### config.mk
export PLATFORM = sky130hd
export DESIGN_NAME = pipe_stall_ctrl
export DESIGN_NICKNAME = d
export VERILOG_FILES = /design/src/rtl/pipe_stall_ctrl_pkg.sv /design/src/rtl/pipe_stall_ctrl_div_seq.sv /design/src/rtl/pipe_stall_ctrl.sv
export SDC_FILE = /design/constraint.sdc
export NUM_CORES = 1
export LEC_CHECK = 0
export ABC_AREA = 1
export CORE_MARGIN = 2
export CORE_UTILIZATION = 40
export CTS_BUF_LIST = sky130_fd_sc_hd__clkbuf_16
export DETAILED_ROUTE_END_ITERATION = 8
export PLACE_DENSITY_LB_ADDON = 0.2
export SLEW_MARGIN = 20
export SYNTH_ARGS = -nofsm -noshare
export SYNTH_HDL_FRONTEND = slang
export SYNTH_SLANG_ARGS = --single-unit
### constraint.sdc
create_clock -name clk -period 2.16 [get_ports clk]
set_input_delay 0.648 -clock clk [delete_from_list [all_inputs] [get_ports clk]]
set_output_delay 0.648 -clock clk [all_outputs]
set_load 0.01 [all_outputs]
### src/rtl/pipe_stall_ctrl_pkg.sv
// ============================================================================
// Module      : pipe_stall_ctrl_pkg
// Description : Stall-bus encodings and divider sequencer state type shared
//               by the pipeline stall controller.
// Revision    : 1.0 - initial release
// ============================================================================
`default_nettype none

package pipe_stall_ctrl_pkg;

    localparam int  STALL_W = 6;
    typedef logic [STALL_W-1:0] stall_bus_t;

    localparam logic STOP   = 1'b1;
    localparam logic NOSTOP = 1'b0;

    localparam stall_bus_t STALL_MEM  = 6'b011111;
    localparam stall_bus_t STALL_EX   = 6'b001111;
    localparam stall_bus_t STALL_ID   = 6'b000111;
    localparam stall_bus_t STALL_NONE = 6'b000000;

    localparam int DIV_CNT_W = 6;

    typedef enum logic [1:0] {
        DIV_IDLE = 2'd0,
        DIV_BUSY = 2'd1,
        DIV_DONE = 2'd2
    } div_state_e;

    // Highest-priority source wins: MEM, then EX divide hold, then ID load-use.
    function automatic stall_bus_t merge_stall(input logic mem_req,
                                               input logic ex_hold,
                                               input logic id_req);
        stall_bus_t s;
        if (mem_req)      s = STALL_MEM;
        else if (ex_hold) s = STALL_EX;
        else if (id_req)  s = STALL_ID;
        else              s = STALL_NONE;
        return s;
    endfunction

endpackage

`default_nettype wire

### src/rtl/pipe_stall_ctrl_div_seq.sv
// ============================================================================
// Module      : pipe_stall_ctrl_div_seq
// Description : Fixed-latency divider sequencer: start pulse, latency count,
//               EX hold and result-valid generation.
// Revision    : 1.0 - initial release
// ============================================================================
`default_nettype none

module pipe_stall_ctrl_div_seq
    import pipe_stall_ctrl_pkg::*;
#(
    parameter int DIV_CYCLES = 32
) (
    input  logic clk,
    input  logic rst,
    input  logic i_div_req,
    input  logic i_mem_stall,
    output logic o_div_start,
    output logic o_div_valid,
    output logic o_ex_hold
);

    localparam logic [DIV_CNT_W-1:0] c_CNT_LOAD = DIV_CNT_W'(DIV_CYCLES - 1);

    div_state_e             r_state;
    div_state_e             w_state_next;
    logic [DIV_CNT_W-1:0]   r_cnt;
    logic [DIV_CNT_W-1:0]   w_cnt_next;
    logic                   w_start;
    logic                   w_valid;
    logic                   w_hold;

    always_ff @(posedge clk) begin
        if (rst) begin
            r_state <= DIV_IDLE;
            r_cnt   <= '0;
        end else begin
            r_state <= w_state_next;
            r_cnt   <= w_cnt_next;
        end
    end

    always_comb begin
        w_state_next = r_state;
        w_cnt_next   = r_cnt;
        w_start      = 1'b0;
        w_valid      = 1'b0;
        w_hold       = 1'b0;
        case (r_state)
            DIV_IDLE: begin
                if (i_div_req && !i_mem_stall) begin
                    w_start      = 1'b1;
                    w_hold       = 1'b1;
                    w_cnt_next   = c_CNT_LOAD;
                    w_state_next = DIV_BUSY;
                end
            end
            DIV_BUSY: begin
                // Free-running regardless of MEM; DONE is entered as the count reaches zero.
                w_hold     = 1'b1;
                w_cnt_next = (r_cnt == '0) ? '0 : r_cnt - 1'b1;
                if (r_cnt <= DIV_CNT_W'(1)) begin
                    w_state_next = DIV_DONE;
                end
            end
            DIV_DONE: begin
                w_valid = 1'b1;
                if (!i_mem_stall) begin
                    w_state_next = DIV_IDLE;
                end
            end
            default: begin
                w_state_next = DIV_IDLE;
            end
        endcase
    end

    assign o_div_start = w_start & ~rst;
    assign o_div_valid = w_valid & ~rst;
    assign o_ex_hold   = w_hold  & ~rst;

endmodule

`default_nettype wire

### src/rtl/pipe_stall_ctrl.sv
// ============================================================================
// Module      : pipe_stall_ctrl
// Description : Central pipeline stall controller; merges ID/EX/MEM requests
//               into the stall bus and sequences the iterative divider.
// Revision    : 1.0 - initial release
// ============================================================================
`default_nettype none

module pipe_stall_ctrl
    import pipe_stall_ctrl_pkg::*;
#(
    parameter int DIV_CYCLES = 32
) (
    input  logic        clk,
    input  logic        rst,
    input  logic        id_stallreq,
    input  logic        ex_div_req,
    input  logic        mem_stallreq,
    output logic [5:0]  stall,
    output logic        div_start,
    output logic        div_valid,
    output logic [31:0] stall_cnt
);

    logic       w_ex_hold;
    stall_bus_t w_stall;
    logic [31:0] r_stall_cnt;

    pipe_stall_ctrl_div_seq #(
        .DIV_CYCLES (DIV_CYCLES)
    ) u_div_seq (
        .clk         (clk),
        .rst         (rst),
        .i_div_req   (ex_div_req),
        .i_mem_stall (mem_stallreq),
        .o_div_start (div_start),
        .o_div_valid (div_valid),
        .o_ex_hold   (w_ex_hold)
    );

    assign w_stall = rst ? STALL_NONE
                         : merge_stall(mem_stallreq, w_ex_hold, id_stallreq);

    always_ff @(posedge clk) begin
        if (rst) begin
            r_stall_cnt <= '0;
        end else if (w_stall[0] == STOP) begin
            r_stall_cnt <= r_stall_cnt + 32'd1;
        end
    end

    assign stall     = w_stall;
    assign stall_cnt = r_stall_cnt;

endmodule

`default_nettype wire

==> results_dict.tcl <==
set metrics [dict create \
    n_fill_cell 570 \
    critical_path.cell_chain "clkdlybuf4s15_2 > buf_4 > nor2_4 > clkdlybuf4s15_2" \
    multi_input_area_mm2 0.00127 \
    worst-path-max-fanout 10 \
    setup_viol 0 \
    hold_slack_ps 466 \
    synth_top_cell_area_share_pct 35.0 \
    grt_max_degree 14 \
    total_power_uw 2380 \
    synth_area_leaders "dfxtp_1, nand2_1, nor2_1" \
    post_drt_wl_per_cell_um 11.5 \
    cts-htree-levels 2 \
    drt-total-wl_um 5540 \
    drc 0 \
    clk_latency_ps 280 \
    grt_usage_pct 18.5 \
    synth_warnings 0 \
    worstPathArrival_ps 1480 \
    finalCritPeriodShare_pct 98.4 \
    syn_area_mm2 0.00229 \
    crit_required_ps 1510 \
    leakagePower_uw 0.00120 \
    synth_most_common_cell "nand2_1" \
    drive_gt1_share_pct 15.4 \
    status "complete, no violations" \
    p_per_area_mw_per_mm2 784 \
    antenna_cells 0 \
    area_growth_pct 32.7 \
    hold_viol_final 0 \
    num_rows 27 \
    period_minus_slack_ps 2130 \
    die_h_um 79.6 \
    cts_tree "yes" \
    maxSlewViolCount 0 \
    cts-root-buf "clkbuf_16" \
    yosys-top-cells-count "nand2_1, nor2_1, inv_1" \
    async_reset_ff_share_pct 0 \
    clock-sinks 40 \
    grt_pass1_vias 2126 \
    portBuffers 43 \
    ys_types 31 \
    grt_pass1_wl_um 9340 \
    crit_type "input pin to output port" \
    r2r_cells 8 \
    synth_cells 350 \
    cts_buffers 5 \
    synth_area_per_cell_um2 6.54 \
    drv_cap 0 \
    io_pins 45 \
    vias_per_cell 4.89 \
    synth-seq-cells 40 \
    hp-class "register to register" \
    crit_family "buffers and inverters" \
    max_freq_mhz 470 \
    core_mm2 0.00551 \
    fin_worst_skew_ps 2.98 \
    antenna_found_initial 0 \
    syn_nets 358 \
    ir_worst_vdd_mv 0.417 \
    slowest_stage "clkdlybuf4s15_2" \
    clkSlewWorstSetupHoldPaths_ps 60 \
    synth_ff_type "dfxtp_1" \
    ys_seq_area_share_pct 35.0 \
    crit_path_frequent_cell "clkdlybuf4s15_2" \
    detailedRoute.firstIterationViolations 149 \
    cpPeakStageDelay_ps 240 \
    start_util_pct 41.6 \
    path_depth 4 \
    nets 415 \
    clk_path_buf_depth 2 \
    synth_edf_count 0 \
    dr.pass1.iters 4 \
    ant_nets 0 \
    final-seq-area_um2 801 \
    die_w_um 79.6 \
    critPathCaptureType "output port" \
    hold_path_depth 2 \
    grt_overflow 0 \
    path_buf_inv 3 \
    rsz0062_at_grt "no" \
    hpwl_um 4240 \
    dieArea_mm2 0.00634 \
    yosys.area.top_type "dfxtp_1" \
    vias 2347 \
    place.gp.congestion 0.831 \
    critPathLaunchType "input pin" \
]
power by group:
group          switching (uW)  total [uW]  internal, uW
sequential               62.8         877           814
combinational             388         657           269
clock                     306         848           543
cells in the final DEF, fill, tap and decap left out, types with 2 or more instances in the layout:
cell             netlist  layout
a21oi_1               24      24
clkdlybuf4s15_2        0       2
ha_1                   3       3
nor2_1                57      56
nand2_1               75      75
inv_2                  3       5
nand2_4                1       2
nand3_1               20      20
nor2_4                 5       7
buf_2                  1       3
nand4_1                7       7
clkbuf_2               0       2
nand3_2                5       5
clkdlybuf4s15_1        0       2
nor3_1                12      12
clkdlybuf4s50_1        0      32
clkbuf_16              0       5
inv_1                 46      44
nor2_2                 7       6
a211oi_1               4       4
o21ai_0               17      16
dfxtp_1               40      40
buf_4                  4      16
nand2_2                5       4
through the flow:
| stage | setup TNS (ps) | instances | setup slack, ps | util (%) | instance area (um^2) |
|---|---|---|---|---|---|
| floorplan | 0 | 350 | 36.1 | - | 2290 |
| global placement | -4690 | 470 | -674 | 51.9 | 2860 |
| detailed placement | -4800 | 470 | -695 | 51.9 | 2860 |
| CTS | -1.23 | 478 | -1.23 | 55.0 | 3030 |
| global route | 0 | 480 | 4.57 | 55.2 | 3040 |
| finish | 0 | 480 | 34.5 | 55.2 | 3040 |
metal layers:
| layer | part of all wire [%] | vias to the layer above | wire (um) | GRT usage, % |
|---|---|---|---|---|
| li1 | - | 1229 | - | - |
| met1 | 49 | 1071 | 2730 | 25.2 |
| met2 | 45 | 37 | 2520 | 29.2 |
| met3 | 2.9 | 10 | 163 | 2.38 |
| met4 | 2.4 | 0 | 133 | 7.93 |
| met5 | 0 | - | 0 | 0 |
worst register-to-register path: stages, from the launching register on:
cell     delay [ps]
dfxtp_1         390
ha_1            210
nand3_1         130
nor2_4          170
nand3_2         160
nor2_2          190
nand3_1          90
nand2_1          60
nor2_1           30
kinds of logic after synthesis:
logic type,count (synthesis),synth area share [%]
AOI/OAI and AO/OA,50,12.3
other,1,0.164
and+or+nand+nor,196,39.6
xor gates and xnor gates,2,0.766
DFF,40,35.0
buffers and inverters,58,10.6
adders and majority gates,3,1.64
path summary, 6_finish.rpt:
| check | end | from | slack (ps) |
|---|---|---|---|
| worst max-delay path | stall[2] | rst | 30 |
| worst min-delay path | stall_cnt[6] | stall_cnt[6] | 470 |
| worst max register to register | stall_cnt[22] | stall_cnt[0] | 620 |
| worst min register to register | stall_cnt[6] | stall_cnt[6] | 470 |
layout make-up:
type                    instances  share of cell area [%]
flip-flops and latches         40                    26.4
repair buffers                 59                    17.4
clock inverters                 3                    1.40
clock buffers                   5                    4.12
inverters                      49                    6.05
multi-input cells             252                    41.7
well taps                      72                    2.97
registers in the layout, indices dropped and copies added, names as in the netlist:
register,cells
u_div_seq.r_cnt,6
u_div_seq.r_state,2
stall_cnt,32
what timing repair did:
item,in CTS,in global routing
buffers inserted,1,2
endpoints found under the setup margin,7,4
pin swaps,5,5
gates resized for setup,38,5
hold buffers,0,0
No activity file was read; power rests on OpenSTA's default activity.
